`config.mk`:
```
export PLATFORM = sky130hd
export DESIGN_NAME = apb_timer_slave_flat
export DESIGN_NICKNAME = d
export VERILOG_FILES = /design/src/rtl/apb_timer_pkg.sv /design/src/rtl/apb_timer_if.sv /design/src/rtl/apb_timer_prescaler.sv /design/src/rtl/apb_timer_slave.sv /design/src/flat_wrapper.sv
export SDC_FILE = /design/constraint.sdc
export NUM_CORES = 1
export LEC_CHECK = 0
export BUFFER_PORTS_ARGS = -buffer_cell sky130_fd_sc_hd__buf_2
export CORE_MARGIN = 10
export CORE_UTILIZATION = 28
export DETAILED_ROUTE_END_ITERATION = 10
export PLACE_DENSITY = 0.55
export SLEW_MARGIN = 25
export SYNTH_ARGS = -nofsm -noshare
export SYNTH_HDL_FRONTEND = slang
export SYNTH_HIERARCHICAL = 1
export SYNTH_SLANG_ARGS = --single-unit
```
`constraint.sdc`:
```
create_clock -name Hclk -period 3.68 [get_ports Hclk]
set_input_delay 0.184 -clock Hclk [delete_from_list [all_inputs] [get_ports Hclk]]
set_output_delay 0.184 -clock Hclk [all_outputs]
set_load 0.05 [all_outputs]
```
`src/rtl/apb_timer_pkg.sv`:
```
// Shared definitions for the APB timer slave: register word offsets, CTRL
// field positions and the packed CTRL register layout.
package apb_timer_pkg;

    localparam int PS_W = 8;

    localparam logic [2:0] CTRL_OFS    = 3'd0;
    localparam logic [2:0] LOAD_OFS    = 3'd1;
    localparam logic [2:0] COUNT_OFS   = 3'd2;
    localparam logic [2:0] STATUS_OFS  = 3'd3;
    localparam logic [2:0] SCRATCH_OFS = 3'd4;

    localparam int CTRL_EN_BIT     = 0;
    localparam int CTRL_RELOAD_BIT = 1;
    localparam int CTRL_IRQ_EN_BIT = 2;
    localparam int CTRL_PS_LSB     = 8;

    localparam int STATUS_EXPIRED_BIT = 0;

    typedef struct packed {
        logic [PS_W-1:0] prescale;
        logic            irq_en;
        logic            reload;
        logic            en;
    } ctrl_t;

    // Bus view of CTRL; unimplemented bits read as zero.
    function automatic logic [31:0] ctrl_pack(input ctrl_t c);
        logic [31:0] w;
        w = '0;
        w[CTRL_EN_BIT]               = c.en;
        w[CTRL_RELOAD_BIT]           = c.reload;
        w[CTRL_IRQ_EN_BIT]           = c.irq_en;
        w[CTRL_PS_LSB +: PS_W]       = c.prescale;
        return w;
    endfunction

endpackage

```
`src/rtl/apb_timer_if.sv`:
```
// APB2 bus bundle between the bridge (master) and the timer slave.
// Handshake: setup phase is sel & !Penable, access phase is sel & Penable;
// every transfer completes in its access cycle (no wait states, no error).
interface apb_timer_if;

    logic [2:0]  Pselx;
    logic        Penable;
    logic        Pwrite;
    logic [31:0] Paddr;
    logic [31:0] Pwdata;
    logic [31:0] Prdata;

    modport master (
        output Pselx,
        output Penable,
        output Pwrite,
        output Paddr,
        output Pwdata,
        input  Prdata
    );

    modport slave (
        input  Pselx,
        input  Penable,
        input  Pwrite,
        input  Paddr,
        input  Pwdata,
        output Prdata
    );

endinterface

```
`src/rtl/apb_timer_prescaler.sv`:
```
// 8-bit prescaler: emits a one-cycle tick every (prescale+1) enabled cycles
// and sits at zero while disabled.
module apb_timer_prescaler
    import apb_timer_pkg::*;
(
    input  logic            Hclk,
    input  logic            Hresetn,
    input  logic            en,
    input  logic            restart,
    input  logic [PS_W-1:0] prescale,
    output logic            tick
);

    logic [PS_W-1:0] pc_q;
    logic [PS_W-1:0] pc_d;

    assign tick = en && (pc_q == prescale);

    // A prescale lowered below pc lets pc run on to its natural 8-bit wrap.
    always_comb begin
        pc_d = pc_q;
        if (!en || restart || tick) begin
            pc_d = '0;
        end else begin
            pc_d = pc_q + 1'b1;
        end
    end

    always_ff @(posedge Hclk or negedge Hresetn) begin
        if (!Hresetn) begin
            pc_q <= '0;
        end else begin
            pc_q <= pc_d;
        end
    end

endmodule

```
`src/rtl/apb_timer_slave.sv`:
```
// APB timer slave: register file, read snapshot and a prescaled 32-bit
// down-counter with auto-reload, sticky expiry flag and level interrupt.
module apb_timer_slave #(
    parameter int          SEL_IDX  = 0,
    parameter logic [31:0] LOAD_RST = 32'h0000_0000
) (
    input  logic         Hclk,
    input  logic         Hresetn,
    apb_timer_if.slave   apb,
    output logic         Irq
);

    import apb_timer_pkg::*;

    logic        sel;
    logic        setup_rd;
    logic        wr_acc;
    logic [2:0]  idx;
    logic        ctrl_wr;
    logic        load_wr;
    logic        count_wr;
    logic        status_wr;
    logic        scratch_wr;
    logic        tick;
    logic        tick_eff;
    logic        restart;
    logic [31:0] rd_val;
    logic        unused_bits;

    ctrl_t       ctrl_q,    ctrl_d;
    logic [31:0] load_q,    load_d;
    logic [31:0] count_q,   count_d;
    logic        expired_q, expired_d;
    logic [31:0] scratch_q, scratch_d;
    logic [31:0] prdata_q,  prdata_d;

    assign sel      = apb.Pselx[SEL_IDX];
    assign setup_rd = sel && !apb.Penable && !apb.Pwrite;
    assign wr_acc   = sel &&  apb.Penable &&  apb.Pwrite;
    assign idx      = apb.Paddr[4:2];

    assign ctrl_wr    = wr_acc && (idx == CTRL_OFS);
    assign load_wr    = wr_acc && (idx == LOAD_OFS);
    assign count_wr   = wr_acc && (idx == COUNT_OFS);
    assign status_wr  = wr_acc && (idx == STATUS_OFS);
    assign scratch_wr = wr_acc && (idx == SCRATCH_OFS);

    assign unused_bits = ^{apb.Paddr[31:5], apb.Paddr[1:0], apb.Pselx};

    // A COUNT write, or a CTRL write that stops the timer, overrides the tick.
    assign tick_eff = tick && !count_wr && !(ctrl_wr && !apb.Pwdata[CTRL_EN_BIT]);
    assign restart  = ctrl_wr && apb.Pwdata[CTRL_EN_BIT] && !ctrl_q.en;

    apb_timer_prescaler u_prescaler (
        .Hclk     (Hclk),
        .Hresetn  (Hresetn),
        .en       (ctrl_q.en),
        .restart  (restart),
        .prescale (ctrl_q.prescale),
        .tick     (tick)
    );

    always_comb begin
        rd_val = '0;
        case (idx)
            CTRL_OFS:    rd_val = ctrl_pack(ctrl_q);
            LOAD_OFS:    rd_val = load_q;
            COUNT_OFS:   rd_val = count_q;
            STATUS_OFS:  rd_val[STATUS_EXPIRED_BIT] = expired_q;
            SCRATCH_OFS: rd_val = scratch_q;
            default:     rd_val = '0;
        endcase
    end

    always_comb begin
        ctrl_d    = ctrl_q;
        load_d    = load_q;
        count_d   = count_q;
        expired_d = expired_q;
        scratch_d = scratch_q;

        // Snapshot at setup, drop to zero otherwise so slaves can be OR-ed.
        prdata_d = setup_rd ? rd_val : '0;

        // Clear first so an expiry on the same edge still sets the flag.
        if (status_wr && apb.Pwdata[STATUS_EXPIRED_BIT]) begin
            expired_d = 1'b0;
        end

        if (tick_eff) begin
            if (count_q != '0) begin
                count_d = count_q - 32'd1;
            end else begin
                expired_d = 1'b1;
                if (ctrl_q.reload) begin
                    count_d = load_q;
                end else begin
                    ctrl_d.en = 1'b0;
                end
            end
        end

        if (ctrl_wr) begin
            ctrl_d.en       = apb.Pwdata[CTRL_EN_BIT];
            ctrl_d.reload   = apb.Pwdata[CTRL_RELOAD_BIT];
            ctrl_d.irq_en   = apb.Pwdata[CTRL_IRQ_EN_BIT];
            ctrl_d.prescale = apb.Pwdata[CTRL_PS_LSB +: PS_W];
        end
        if (load_wr) begin
            load_d = apb.Pwdata;
        end
        if (count_wr) begin
            count_d = apb.Pwdata;
        end
        if (scratch_wr) begin
            scratch_d = apb.Pwdata;
        end
    end

    always_ff @(posedge Hclk or negedge Hresetn) begin
        if (!Hresetn) begin
            ctrl_q    <= '0;
            load_q    <= LOAD_RST;
            count_q   <= LOAD_RST;
            expired_q <= 1'b0;
            scratch_q <= '0;
            prdata_q  <= '0;
        end else begin
            ctrl_q    <= ctrl_d;
            load_q    <= load_d;
            count_q   <= count_d;
            expired_q <= expired_d;
            scratch_q <= scratch_d;
            prdata_q  <= prdata_d;
        end
    end

    assign apb.Prdata = prdata_q;
    assign Irq        = expired_q && ctrl_q.irq_en;

endmodule
```
`src/flat_wrapper.sv`:
```
// flat-port wrapper written by rule: the top's interface ports become plain ports
module apb_timer_slave_flat import apb_timer_pkg::*;
#(
    parameter int          SEL_IDX  = 0,
    parameter logic [31:0] LOAD_RST = 32'h0000_0000
)
  (Hclk, Hresetn, Irq, apb_Pselx, apb_Penable, apb_Pwrite, apb_Paddr, apb_Pwdata, apb_Prdata);
  apb_timer_if apb_i ();
  input  logic Hclk;
  input  logic Hresetn;
  output logic Irq;
  input wire logic [$bits(apb_i.Pselx)-1:0] apb_Pselx;
  input wire logic [$bits(apb_i.Penable)-1:0] apb_Penable;
  input wire logic [$bits(apb_i.Pwrite)-1:0] apb_Pwrite;
  input wire logic [$bits(apb_i.Paddr)-1:0] apb_Paddr;
  input wire logic [$bits(apb_i.Pwdata)-1:0] apb_Pwdata;
  output wire logic [$bits(apb_i.Prdata)-1:0] apb_Prdata;
  assign apb_i.Pselx = apb_Pselx;
  assign apb_i.Penable = apb_Penable;
  assign apb_i.Pwrite = apb_Pwrite;
  assign apb_i.Paddr = apb_Paddr;
  assign apb_i.Pwdata = apb_Pwdata;
  assign apb_Prdata = apb_i.Prdata;
  apb_timer_slave #(.SEL_IDX(SEL_IDX), .LOAD_RST(LOAD_RST)) u_core (.Hclk(Hclk), .Hresetn(Hresetn), .apb(apb_i), .Irq(Irq));
endmodule
```
==> results.md, run 1 <==
* Pin slew with the least headroom to its limit at 822 ps
* Syn nets at 810
* Required arrival time at the worst endpoint at 4040 ps
* Chip width at 183 um
* Core Util, Final at 33.6%
* WS Path Type: flip-flop to flip-flop
* Synth warn at 6
* Upper clock frequency limit at 339 MHz
* Synthesized instance count at 736
* Overall Global Routing Usage at 13.1%
* TritonCTS clock tree: done
* Final weighted congestion in routability-driven placement at 0.849
* Peak supply drop at 0.239 mV
* Maximum number of pins on one net before global-route repair at 87
* Unrepaired setup endpoints after global routing: false
* Area after DPL at 8230 um^2
* Worst path bufs/invs at 1
* Initial antenna violation count at 1
* Clock net sink count at 148
* Post-route DRC violation count at 0
* Post-layout minimum cycle time at 2950 ps
* Area contributors post-synth: dfrtp_1 50%, mux2_2 11%, nor2_1 6.0%, a21oi_1 4.6%, a22oi_1 3.1%
* Max-Cap Viols at 0
* Yosys top cell area share at 49.5%
* CP Cell Sequence: inv_1 > ha_1 > nor4b_1 > nand4b_4 > nor3_4 > and3_1 > a22o_1 > a221o_1
* Async set or reset register ratio after synthesis at 100%
* Synth Area in Adders at 0.502%
* CTS Root Buffer Type: clkbuf_16
* Arrival time of the worst setup path at 3320 ps
* Filler cell count at 2705
* Number of setup buffers added after CTS at 0
* Most instantiated cells after synthesis: 148 x dfrtp_1, 119 x nor2_1, 74 x mux2_2
* Top flip-flop cell by instance count after synthesis: dfrtp_1
* Post-synthesis compound-gate area fraction at 14.8%
* Number of DRC markers in iteration 0 at 365
* DPL Wire Length at 14.4 mm
* Vias per cell at 5.19
* Top cell type by total area after synthesis: dfrtp_1
* Area of the die at 33600 um^2
* Total of flip-flops plus latches after synthesis at 148
* Longest Clk Path Bufs at 2
* Slowest stage delay, CP at 610 ps
* Setup TNS Final at 0 ps
* Power density over the cells at 594 nW/um^2
* Share of the clock period used by the worst path after layout at 80.2%
* Wire length of the first global-routing pass at 34.7 mm
* Area of all placed cells without fillers at 8780 um^2
* Core ar. at 26100 um^2
* Largest fanout on the critical path at 12
* Outcome: finished, final reports clean
* Clock latency on the worst-skew pair at 430 ps
* Via count of the first global-routing pass at 5976
* Antenna violation net count after detailed routing at 0
* Via count at 5924
* Mux share of post-synthesis cell area at 12.9%
* H-tree levels at 4
* I/O pins at 104
* Basic-gate share of the synthesized area counting and, or, nand and nor cells at 15.3%
* CTS resizes at 0
* Cell at the slowest stage of the critical path: and3_1
* Layout Skew at 11.0 ps
* XOR/XNOR Fraction of Synth Area at 3.62%
* Share of final-layout standard cells stronger than drive strength 1 at 26.1%
* Post-synth cell types at 53
* Count of flip-flops with a built-in enable after synthesis at 0
* Kind of cell with the highest combined delay on the critical path: simple AND/OR/NAND/NOR gates
* Portion of the post-synthesis area used by sequential elements at 49.5%
* Final hold viol count at 0
* Count of final max-slew check failures at 0
* IO Port Bufs at 72
* Global route overflow at 0
* Setup WS post-layout at 728 ps
* CP startpoint kind: flip-flop
* Final-report setup violation count at 0
* Drt pass-1 iters at 5
* Number of buffers inserted during clock tree synthesis at 17
* Area grow syn2layout at 17.5%
* Dominant combinational cell family by area after synthesis: simple AND/OR/NAND/NOR gates
* Fin nets at 870
* Mean area per synthesized cell at 10.2 um^2
* Clk pin slew, worst setup/hold paths at 70 ps
* Avg WL per Cell at 19.1 um
* Diodes inserted at 0
* Total routed wirelength at 21.8 mm
* Leakage component of the power at 3.88 nW
* Worst setup EP type: flip-flop
* Area of the mapped netlist at 7470 um^2
* Slew Limit Headroom at 45.2%
* Vertical die dimension at 183 um
* Effective utilization at floorplan at 28.6%
* Power, Total at 5.21 mW
* Standard-cell row count at 59
* Worst setup timing slack at the placement stage at 683 ps
* Path class of the lowest-slack min-delay path: primary input to flip-flop
* Most common cell in the netlist: dfrtp_1
-- through the flow --
step           instances  hold slack, ps
2_1_floorplan        736            -112
3_3_place_gp        1110             217
3_5_place_dp        1110             215
4_1_cts             1142            2.51
5_1_grt             1142            10.2
6_report            1142            15.4
-- kinds of logic after synthesis --
kind of cell | Yosys count
mux | 87
flops | 148
xor+xnor | 30
buf+inv | 60
simple gates | 235
fa+ha+maj | 3
compound gates | 173
-- tightest hold or removal path, stage by stage --
cell and delay (ps):
buf_2 100, nand2_1 50, nand3_1 70
-- area by class of cell --
cell class                 instances  area (um^2)  share of cell area, %
clock buffer                      18          429                   4.89
clock inverter                    12          109                   1.24
inverter                           7         26.3                  0.299
multi-input combinational        528         3550                   40.4
sequential                       148         3700                   42.2
tap                              335          419                   4.77
timing repair buffer              94          549                   6.25
-- path summary, 6_finish.rpt --
path	startpoint	to	slack [ps]	depth (start not counted)
worst max-delay path	u_core/count_q[0]$_DFFE_PN0P_	u_core/count_q[17]$_DFFE_PN0P_	730	8
worst min-delay path	apb_Pwdata[22]	u_core/count_q[22]$_DFFE_PN0P_	20	3
worst max register to register	u_core/count_q[0]$_DFFE_PN0P_	u_core/count_q[17]$_DFFE_PN0P_	730	8
worst min register to register	u_core/u_prescaler/pc_q[0]$_DFF_PN0_	u_core/u_prescaler/pc_q[0]$_DFF_PN0_	500	1
max in group asynchronous	Hresetn	u_core/load_q[0]$_DFFE_PN0P_	2490	3
min in group asynchronous	Hresetn	u_core/apb.Prdata[10]$_DFF_PN0_	300	2
-- flip-flops by register name (all words and copies together), names as in the netlist --
name and flops:
u_core/apb.Prdata 32, u_core/count_q 32, u_core/ctrl_q 11, u_core/expired_q 1, u_core/load_q 32, u_core/scratch_q 32, u_core/u_prescaler/pc_q 8
-- repair_timing --
| action | CTS | global route |
|---|---|---|
| hold buffers | 2 | 0 |
| hold endpoints to repair | 63 | 0 |
| endpoints found under the setup margin | 0 | 0 |
-- placed cells by master (no fill, tap or decap), types with 3 or more instances in the layout --
master / count
buf_4: 19
clkinvlp_4: 5
and3_1: 10
mux2i_1: 13
nor3_1: 12
o22ai_1: 12
inv_1: 7
a221o_1: 3
nor2b_1: 3
xnor2_1: 14
o21ai_0: 11
a21oi_1: 68
dfrtp_1: 148
clkinv_2: 3
clkbuf_16: 17
a31oi_1: 12
or4_1: 3
and2_1: 6
o21ai_1: 9
nand3_1: 20
buf_2: 71
ha_1: 3
nand4b_1: 6
xor2_1: 15
a22oi_1: 31
nand4_1: 3
mux2_2: 74
nor4_2: 3
nand2_1: 29
o31ai_1: 3
nor2_1: 118
a211oi_1: 5
o211ai_1: 6
nor4_1: 8
-- report_power, final --
group | total, mW | internal, mW | switching [mW]
clock | 1.63 | 0.922 | 0.712
combinational | 1.24 | 0.562 | 0.675
sequential | 2.34 | 1.95 | 0.396
total | 5.21 | 3.43 | 1.78
-- per-layer routing --
metal / vias to the layer above / global-route usage [%] / routed length, um
met1: 2935 / 17.2 / 9900
met3: 30 / 2.81 / 1170
li1: 2774 / - / -
met4: 2 / 5.11 / 472
met2: 183 / 20.8 / 10200
met5: - / 0 / 12
(Power assumes the default switching activity.)
==> run 2: changes to the inputs <==
--- a/config.mk
+++ b/config.mk
@@ -9,7 +9,7 @@
 export CORE_MARGIN = 10
 export CORE_UTILIZATION = 28
 export DETAILED_ROUTE_END_ITERATION = 10
-export PLACE_DENSITY = 0.55
+export PLACE_DENSITY = 0.56
 export SLEW_MARGIN = 25
 export SYNTH_ARGS = -nofsm -noshare
 export SYNTH_HDL_FRONTEND = slang
==> constraint.sdc (replaced) <==
create_clock -name Hclk -period 2.54 [get_ports Hclk]
set_input_delay 0.127 -clock Hclk [delete_from_list [all_inputs] [get_ports Hclk]]
set_output_delay 0.127 -clock Hclk [all_outputs]
set_load 0.05 [all_outputs]
==> run 2 against run 1 <==
Compared with the run above:
- cell count increased by 6.1%
- highest routed layer is now met4
- setup slack got worse by 580 ps
- sequential cell count unchanged
- total power increased by 54%
- core utilization increased by 2.6 points
- register-to-register slack got worse by 580 ps
- first-iteration DRC count decreased by 9.6%
- clock power increased by 57%
- via count increased by 2.6%
==> results.md, run 2 (synthesized netlist as in run 1, its figures left out) <==
* Slew Limit Headroom at 58.8% (was 45.2%)
* Count of final max-slew check failures at 0 (unchanged)
* Internal Pwr Total at 5.37 mW (was 3.43 mW)
* Overall Global Routing Usage at 13.2% (was 13.1%)
* I/O pins at 104 (unchanged)
* Longest Clk Path Bufs at 2 (unchanged)
* Peak supply drop at 0.449 mV (was 0.239 mV)
* Avg WL per Cell at 18.1 um (was 19.1 um)
* Unrepaired setup endpoints after global routing: false (unchanged)
* Clock latency on the worst-skew pair at 420 ps (was 430 ps)
* Chip width at 183 um (unchanged)
* Post-Layout Cell Count at 1212 (was 1142)
* IO Port Bufs at 72 (unchanged)
* Standard-cell row count at 59 (unchanged)
* Required arrival time at the worst endpoint at 2850 ps (was 4040 ps)
* Clock network power share at 32.0% (was 31.3%)
* Vertical die dimension at 183 um (unchanged)
* CP Cell Sequence: xnor2_1 > nand2_1 > nor4_2 > buf_4 > and2_1 > o31a_1 > o41ai_4 > and2_1 > buf_12 > a221o_1 (was inv_1 > ha_1 > nor4b_1 > nand4b_4 > nor3_4 > and3_1 > a22o_1 > a221o_1)
* DPL Wire Length at 15.3 mm (was 14.4 mm)
* Leakage component of the power at 4.24 nW (was 3.88 nW)
* Path class of the lowest-slack min-delay path: primary input to flip-flop (unchanged)
* Final-report setup violation count at 0 (unchanged)
* Most used cells in the layout excluding fill and tap cells: 148 x dfrtp_1, 118 x nor2_1, 74 x mux2_2 (unchanged)
* Share of final-layout standard cells stronger than drive strength 1 at 28.9% (was 26.1%)
* Upper clock frequency limit at 417 MHz (was 339 MHz)
* Filler cell count at 2677 (was 2705)
* Initial antenna violation count at 1 (unchanged)
* Via count of the first global-routing pass at 6269 (was 5976)
* Most Used Layer, Global Route: met2 (unchanged)
* TritonCTS clock tree: done (unchanged)
* Fin nets at 937 (was 870)
* Met1 usage at 17.4% (was 17.2%)
* Global route overflow at 0 (unchanged)
* Layout Skew at 9.54 ps (was 11.0 ps)
* Startpoint of the worst setup timing path: u_core/ctrl_q[5]$_DFFE_PN0P_ (was u_core/count_q[0]$_DFFE_PN0P_)
* Worst setup EP type: flip-flop (unchanged)
* Worst setup timing slack at the placement stage at 111 ps (was 683 ps)
* Post-route DRC violation count at 0 (unchanged)
* Placed cell count at 1145 (was 1110)
* Final hold viol count at 0 (unchanged)
* End point of the critical path: u_core/count_q[17]$_DFFE_PN0P_ (unchanged)
* Effective utilization at floorplan at 28.6% (unchanged)
* Worst hold slack at 12.9 ps (was 15.4 ps)
* Wire length of the first global-routing pass at 35.3 mm (was 34.7 mm)
* Arrival time of the worst setup path at 2710 ps (was 3320 ps)
* Area after DPL at 8530 um^2 (was 8230 um^2)
* Met2 usage at 21.1% (was 20.8%)
* Power density over the cells at 846 nW/um^2 (was 594 nW/um^2)
* Largest fanout on the critical path at 11 (was 12)
* Flop pwr share at 41.3% (was 45.0%)
* Number of DRC markers in iteration 0 at 330 (was 365)
* Number of buffers inserted during clock tree synthesis at 17 (unchanged)
* Area of all placed cells without fillers at 9470 um^2 (was 8780 um^2)
* Core Util, Final at 36.2% (was 33.6%)
* Clk pin slew, worst setup/hold paths at 60 ps (was 70 ps)
* Area grow syn2layout at 26.7% (was 17.5%)
* Vias per cell at 5.02 (was 5.19)
* H-tree levels at 4 (unchanged)
* Most common cell on crit path: and2_1
* Antenna violation net count after detailed routing at 0 (unchanged)
* Slowest stage delay, CP at 400 ps (was 610 ps)
* Net switching fraction of the power at 33.0% (was 34.2%)
* Switching power at 2.64 mW (was 1.78 mW)
* Final weighted congestion in routability-driven placement at 0.873 (was 0.849)
* Core ar. at 26100 um^2 (unchanged)
* Cell at the slowest stage of the critical path: dfrtp_1 (was and3_1)
* Post-layout minimum cycle time at 2400 ps (was 2950 ps)
* Setup TNS Final at 0 ps (unchanged)
* Worst R2R End: u_core/count_q[17]$_DFFE_PN0P_ (unchanged)
* Share of the clock period used by the worst path after layout at 94.4% (was 80.2%)
* Pin slew with the least headroom to its limit at 616 ps (was 822 ps)
* Drt pass-1 iters at 5 (unchanged)
* Outcome: finished, final reports clean (unchanged)
* Clock net sink count at 148 (unchanged)
* WS Path Type: flip-flop to flip-flop (unchanged)
* Power, Total at 8.02 mW (was 5.21 mW)
* Via count at 6079 (was 5924)
* Met3 Resource Use GR at 2.81% (unchanged)
* Max-Cap Viols at 0 (unchanged)
* Flop-to-flop setup slack at 140 ps (was 730 ps)
* Area of the die at 33600 um^2 (unchanged)
* CTS Root Buffer Type: clkbuf_16 (unchanged)
* Most frequent standard cell in the layout excluding fill and tap cells: dfrtp_1 (unchanged)
* CP startpoint kind: flip-flop (unchanged)
* Worst r2r src: u_core/ctrl_q[5]$_DFFE_PN0P_ (was u_core/count_q[0]$_DFFE_PN0P_)
* Total routed wirelength at 21.9 mm (was 21.8 mm)
* FF-to-FF path depth at 10 (was 8)
* Combinational share of power at 26.7% (was 23.7%)
* Maximum number of pins on one net before global-route repair at 55 (was 87)
* Setup WS post-layout at 143 ps (was 728 ps)
## run 2: layer usage
metal,part of all wire (%),vias up
met3,5.2,22
met5,0,-
met1,46,2999
li1,-,2905
met4,1.7,0
met2,47,153
## run 2: worst max-delay path, delay by kind of cell, from the launching register on
kind | cells | cell delay, ps
compound gates | 3 | 580
buf+inv | 2 | 330
flops | 1 | 400
xor+xnor | 1 | 200
simple gates | 4 | 770
## run 2: what timing repair did
item / 4_1_cts / 5_1_grt
hold buffers: 30 / 1
hold endpoints to repair: 131 / 2
resized for setup: 0 / 2
setup endpoints to repair: 0 / 13
setup buffers: 0 / 3
## run 2: final cells by class
type                            count  area (um^2)  share of cell area, %
Timing Repair Buffer              161         1160                   12.3
Clock buffer                       21          470                   4.97
Sequential cell                   148         3700                   39.1
Inverter                            7         26.3                  0.277
Tap cell                          335          419                   4.43
Clock inverter                     11          126                   1.33
Antenna cell                        1         2.50                 0.0264
Multi-Input combinational cell    528         3560                   37.6
## run 2: power groups by stage
stage	clock, mW	sequential [mW]	combinational [mW]
after floorplan	0	3.23	1.42
after global placement	0	3.33	2.04
after detailed placement	0	3.35	2.07
after CTS	2.62	3.30	2.13
after global routing	2.73	3.38	2.37
final	2.56	3.31	2.14
## run 2: worst min path at each step
stage                                            endpoint  depth (start not counted)      startpoint
after floorplan            u_core/apb.Prdata[0]$_DFF_PN0_                          0         Hresetn
final                      u_core/count_q[12]$_DFFE_PN0P_                          2  apb_Pwdata[12]
after detailed placement  u_core/apb.Prdata[10]$_DFF_PN0_                          1         Hresetn
after global placement    u_core/apb.Prdata[10]$_DFF_PN0_                          1         Hresetn
after CTS                    u_core/ctrl_q[6]$_DFFE_PN0P_                          2  apb_Pwdata[11]
after global routing         u_core/ctrl_q[7]$_DFFE_PN0P_                          2  apb_Pwdata[12]
==> run 3: changes to the inputs <==
--- a/config.mk
+++ b/config.mk
@@ -5,10 +5,12 @@
 export SDC_FILE = /design/constraint.sdc
 export NUM_CORES = 1
 export LEC_CHECK = 0
-export BUFFER_PORTS_ARGS = -buffer_cell sky130_fd_sc_hd__buf_2
+export BUFFER_PORTS_ARGS = -buffer_cell sky130_fd_sc_hd__buf_4
 export CORE_MARGIN = 10
 export CORE_UTILIZATION = 28
 export DETAILED_ROUTE_END_ITERATION = 10
+export GPL_TIMING_DRIVEN = 1
+export MAX_ROUTING_LAYER = met4
 export PLACE_DENSITY = 0.56
 export SLEW_MARGIN = 25
 export SYNTH_ARGS = -nofsm -noshare
==> run 3 against run 2 <==
Compared with the run above:
- highest routed layer unchanged
- sequential cell count stayed put
- sequential power hardly changed
- fmax is 0.62% higher
- total power is 1.2% lower
- die area stayed put
==> results.md, run 3 (synthesized netlist as in run 1, its figures left out) <==
* Outcome: finished, final reports clean (unchanged)
* Slowest stage delay, CP at 440 ps (was 400 ps)
* Final hold viol count at 0 (unchanged)
* Largest fanout on the critical path at 17 (was 11)
* Final-report setup violation count at 0 (unchanged)
* Final weighted congestion in routability-driven placement at 0.872 (was 0.873)
* Via count of the first global-routing pass at 6265 (was 6269)
* Number of DRC markers in iteration 0 at 376 (was 330)
* Power density over the cells at 824 nW/um^2 (was 846 nW/um^2)
* Post-route DRC violation count at 0 (unchanged)
* WS Path Type: flip-flop to flip-flop (unchanged)
* Standard-cell row count at 59 (unchanged)
* Via count at 6098 (was 6079)
* IO Port Bufs at 72 (unchanged)
* Overall Global Routing Usage at 13.5% (was 13.2%)
* CP Cell Sequence: inv_1 > ha_1 > nor4b_4 > buf_4 > nand4b_4 > nor3_4 > buf_4 > o21ai_0 > a221o_1 (was xnor2_1 > nand2_1 > nor4_2 > buf_4 > and2_1 > o31a_1 > o41ai_4 > and2_1 > buf_12 > a221o_1)
* Core ar. at 26100 um^2 (unchanged)
* Total routed wirelength at 21.8 mm (was 21.9 mm)
* Max-Cap Viols at 0 (unchanged)
* Clock network power share at 30.6% (was 32.0%)
* Pin slew with the least headroom to its limit at 756 ps (was 616 ps)
* Count of final max-slew check failures at 0 (unchanged)
* Multi-input logic area at 3560 um^2 (about the same)
* Clk pin slew, worst setup/hold paths at 60 ps (about the same)
* CP startpoint kind: flip-flop (unchanged)
* Most used cells in the layout excluding fill and tap cells: 147 x dfrtp_1, 124 x buf_4, 118 x nor2_1 (was 148 x dfrtp_1, 118 x nor2_1, 74 x mux2_2)
* Most common cell on crit path: buf_4 (was and2_1)
* Avg WL per Cell at 18.0 um (was 18.1 um)
* I/O pins at 104 (unchanged)
* Maximum number of pins on one net before global-route repair at 60 (was 55)
* Setup WS post-layout at 158 ps (was 143 ps)
* DPL Wire Length at 15.1 mm (was 15.3 mm)
* Drt pass-1 iters at 4 (was 5)
* Slew Limit Headroom at 49.3% (was 58.8%)
* Most frequent standard cell in the layout excluding fill and tap cells: dfrtp_1 (unchanged)
* Wire length of the first global-routing pass at 35.2 mm (was 35.3 mm)
* Fin nets at 937 (unchanged)
* Number of buffers inserted during clock tree synthesis at 17 (unchanged)
* Net switching fraction of the power at 33.4% (was 33.0%)
* Vertical die dimension at 183 um (unchanged)
* Antenna violation net count after detailed routing at 0 (unchanged)
* Flop pwr share at 41.9% (was 41.3%)
* Internal Pwr Total at 5.28 mW (was 5.37 mW)
* Arrival time of the worst setup path at 2690 ps (was 2710 ps)
* Clock latency on the worst-skew pair at 430 ps (was 420 ps)
* Post-layout minimum cycle time at 2380 ps (was 2400 ps)
* FF/Latch Area at 3700 um^2 (about the same)
* Cell at the slowest stage of the critical path: dfrtp_2 (was dfrtp_1)
* Upper clock frequency limit at 420 MHz (was 417 MHz)
* Required arrival time at the worst endpoint at 2840 ps (was 2850 ps)
* Switching power at 2.64 mW (about the same)
* Peak supply drop at 0.470 mV (was 0.449 mV)
* Clock net sink count at 148 (unchanged)
* Unrepaired setup endpoints after global routing: false (unchanged)
* Layout Skew at 10.9 ps (was 9.54 ps)
* Combinational share of power at 27.5% (was 26.7%)
* CTS Root Buffer Type: clkbuf_16 (unchanged)
* Chip width at 183 um (unchanged)
* Global route overflow at 0 (unchanged)
* Area of the die at 33600 um^2 (unchanged)
* Share of final-layout standard cells stronger than drive strength 1 at 28.8% (was 28.9%)
* Setup TNS Final at 0 ps (unchanged)
* Vias per cell at 5.03 (was 5.02)
* Path class of the lowest-slack min-delay path: primary input to flip-flop (unchanged)
* Filler cell count at 2675 (was 2677)
* Initial antenna violation count at 1 (unchanged)
* Area grow syn2layout at 28.6% (was 26.7%)
* Share of the clock period used by the worst path after layout at 93.8% (was 94.4%)
* Longest Clk Path Bufs at 2 (unchanged)
* Worst setup EP type: flip-flop (unchanged)
* Leakage component of the power at 4.25 nW (was 4.24 nW)
* Effective utilization at floorplan at 28.6% (unchanged)
* Worst setup timing slack at the placement stage at 127 ps (was 111 ps)
* H-tree levels at 4 (unchanged)
* TritonCTS clock tree: done (unchanged)
## run 3: worst paths after layout
check | from | endpoint | slack, ps | cells after the start
worst min register to register | u_core/u_prescaler/pc_q[0]$_DFF_PN0_ | u_core/u_prescaler/pc_q[0]$_DFF_PN0_ | 500 | 1
max in group asynchronous | Hresetn | u_core/count_q[1]$_DFFE_PN0P_ | 1540 | 3
worst max register to register | u_core/count_q[1]$_DFFE_PN0P_ | u_core/count_q[12]$_DFFE_PN0P_ | 160 | 9
worst max-delay path | u_core/count_q[1]$_DFFE_PN0P_ | u_core/count_q[12]$_DFFE_PN0P_ | 160 | 9
worst min-delay path | apb_Penable | u_core/apb.Prdata[0]$_DFF_PN0_ | 50 | 3
min in group asynchronous | Hresetn | u_core/u_prescaler/pc_q[0]$_DFF_PN0_ | 250 | 2
## run 3: what timing repair did
action	4_1_cts	5_1_grt
setup buffers	0	1
gates resized for setup	0	4
hold buffers	33	0
setup endpoints to repair	0	13
endpoints found under the hold margin	154	0
## run 3: area by class of cell
type | instances | area share [%]
diodes | 1 | 0.0260
clock buffers | 20 | 4.75
clock inverters | 12 | 1.08
inverters | 7 | 0.273
multi-input cells | 528 | 37.1
flip-flops and latches | 148 | 38.5
well taps | 335 | 4.36
repair buffers | 161 | 13.9
## run 3: metrics by stage
step	cell area, um^2	utilization, %	std cells	hold WS (ps)	power [mW]
2_1_floorplan	7470	-	736	-169	4.65
5_1_grt	9610	36.8	1212	54.4	8.40
3_3_place_gp	8690	33.2	1145	153	5.40
4_1_cts	9580	36.7	1210	30.3	7.95
6_report	9610	36.8	1212	46.2	7.92
3_5_place_dp	8690	33.2	1145	158	5.45
## run 3: critical path, delay by kind of cell, from the launching register on
kind	cells	cell delay (ps)
AND/OR/NAND/NOR	3	690
buffers and inverters	3	520
flip-flops	1	440
AO/OA/AOI/OAI	2	420
adder cells (fa/ha/maj)	1	180
## run 3: per-layer routing
metal | track usage, % | share of wire, %
met1 | 17.5 | 47
met3 | 2.45 | 3.8
met2 | 20.9 | 48
met4 | 4.82 | 1.8
met5 | - | 0
## run 3: power groups by stage
stage | Combinational [mW] | Clock (mW) | Sequential, mW
2_1_floorplan | 1.42 | 0 | 3.23
3_3_place_gp | 2.07 | 0 | 3.33
3_5_place_dp | 2.11 | 0 | 3.34
4_1_cts | 2.16 | 2.49 | 3.30
5_1_grt | 2.42 | 2.58 | 3.39
6_report | 2.18 | 2.42 | 3.32
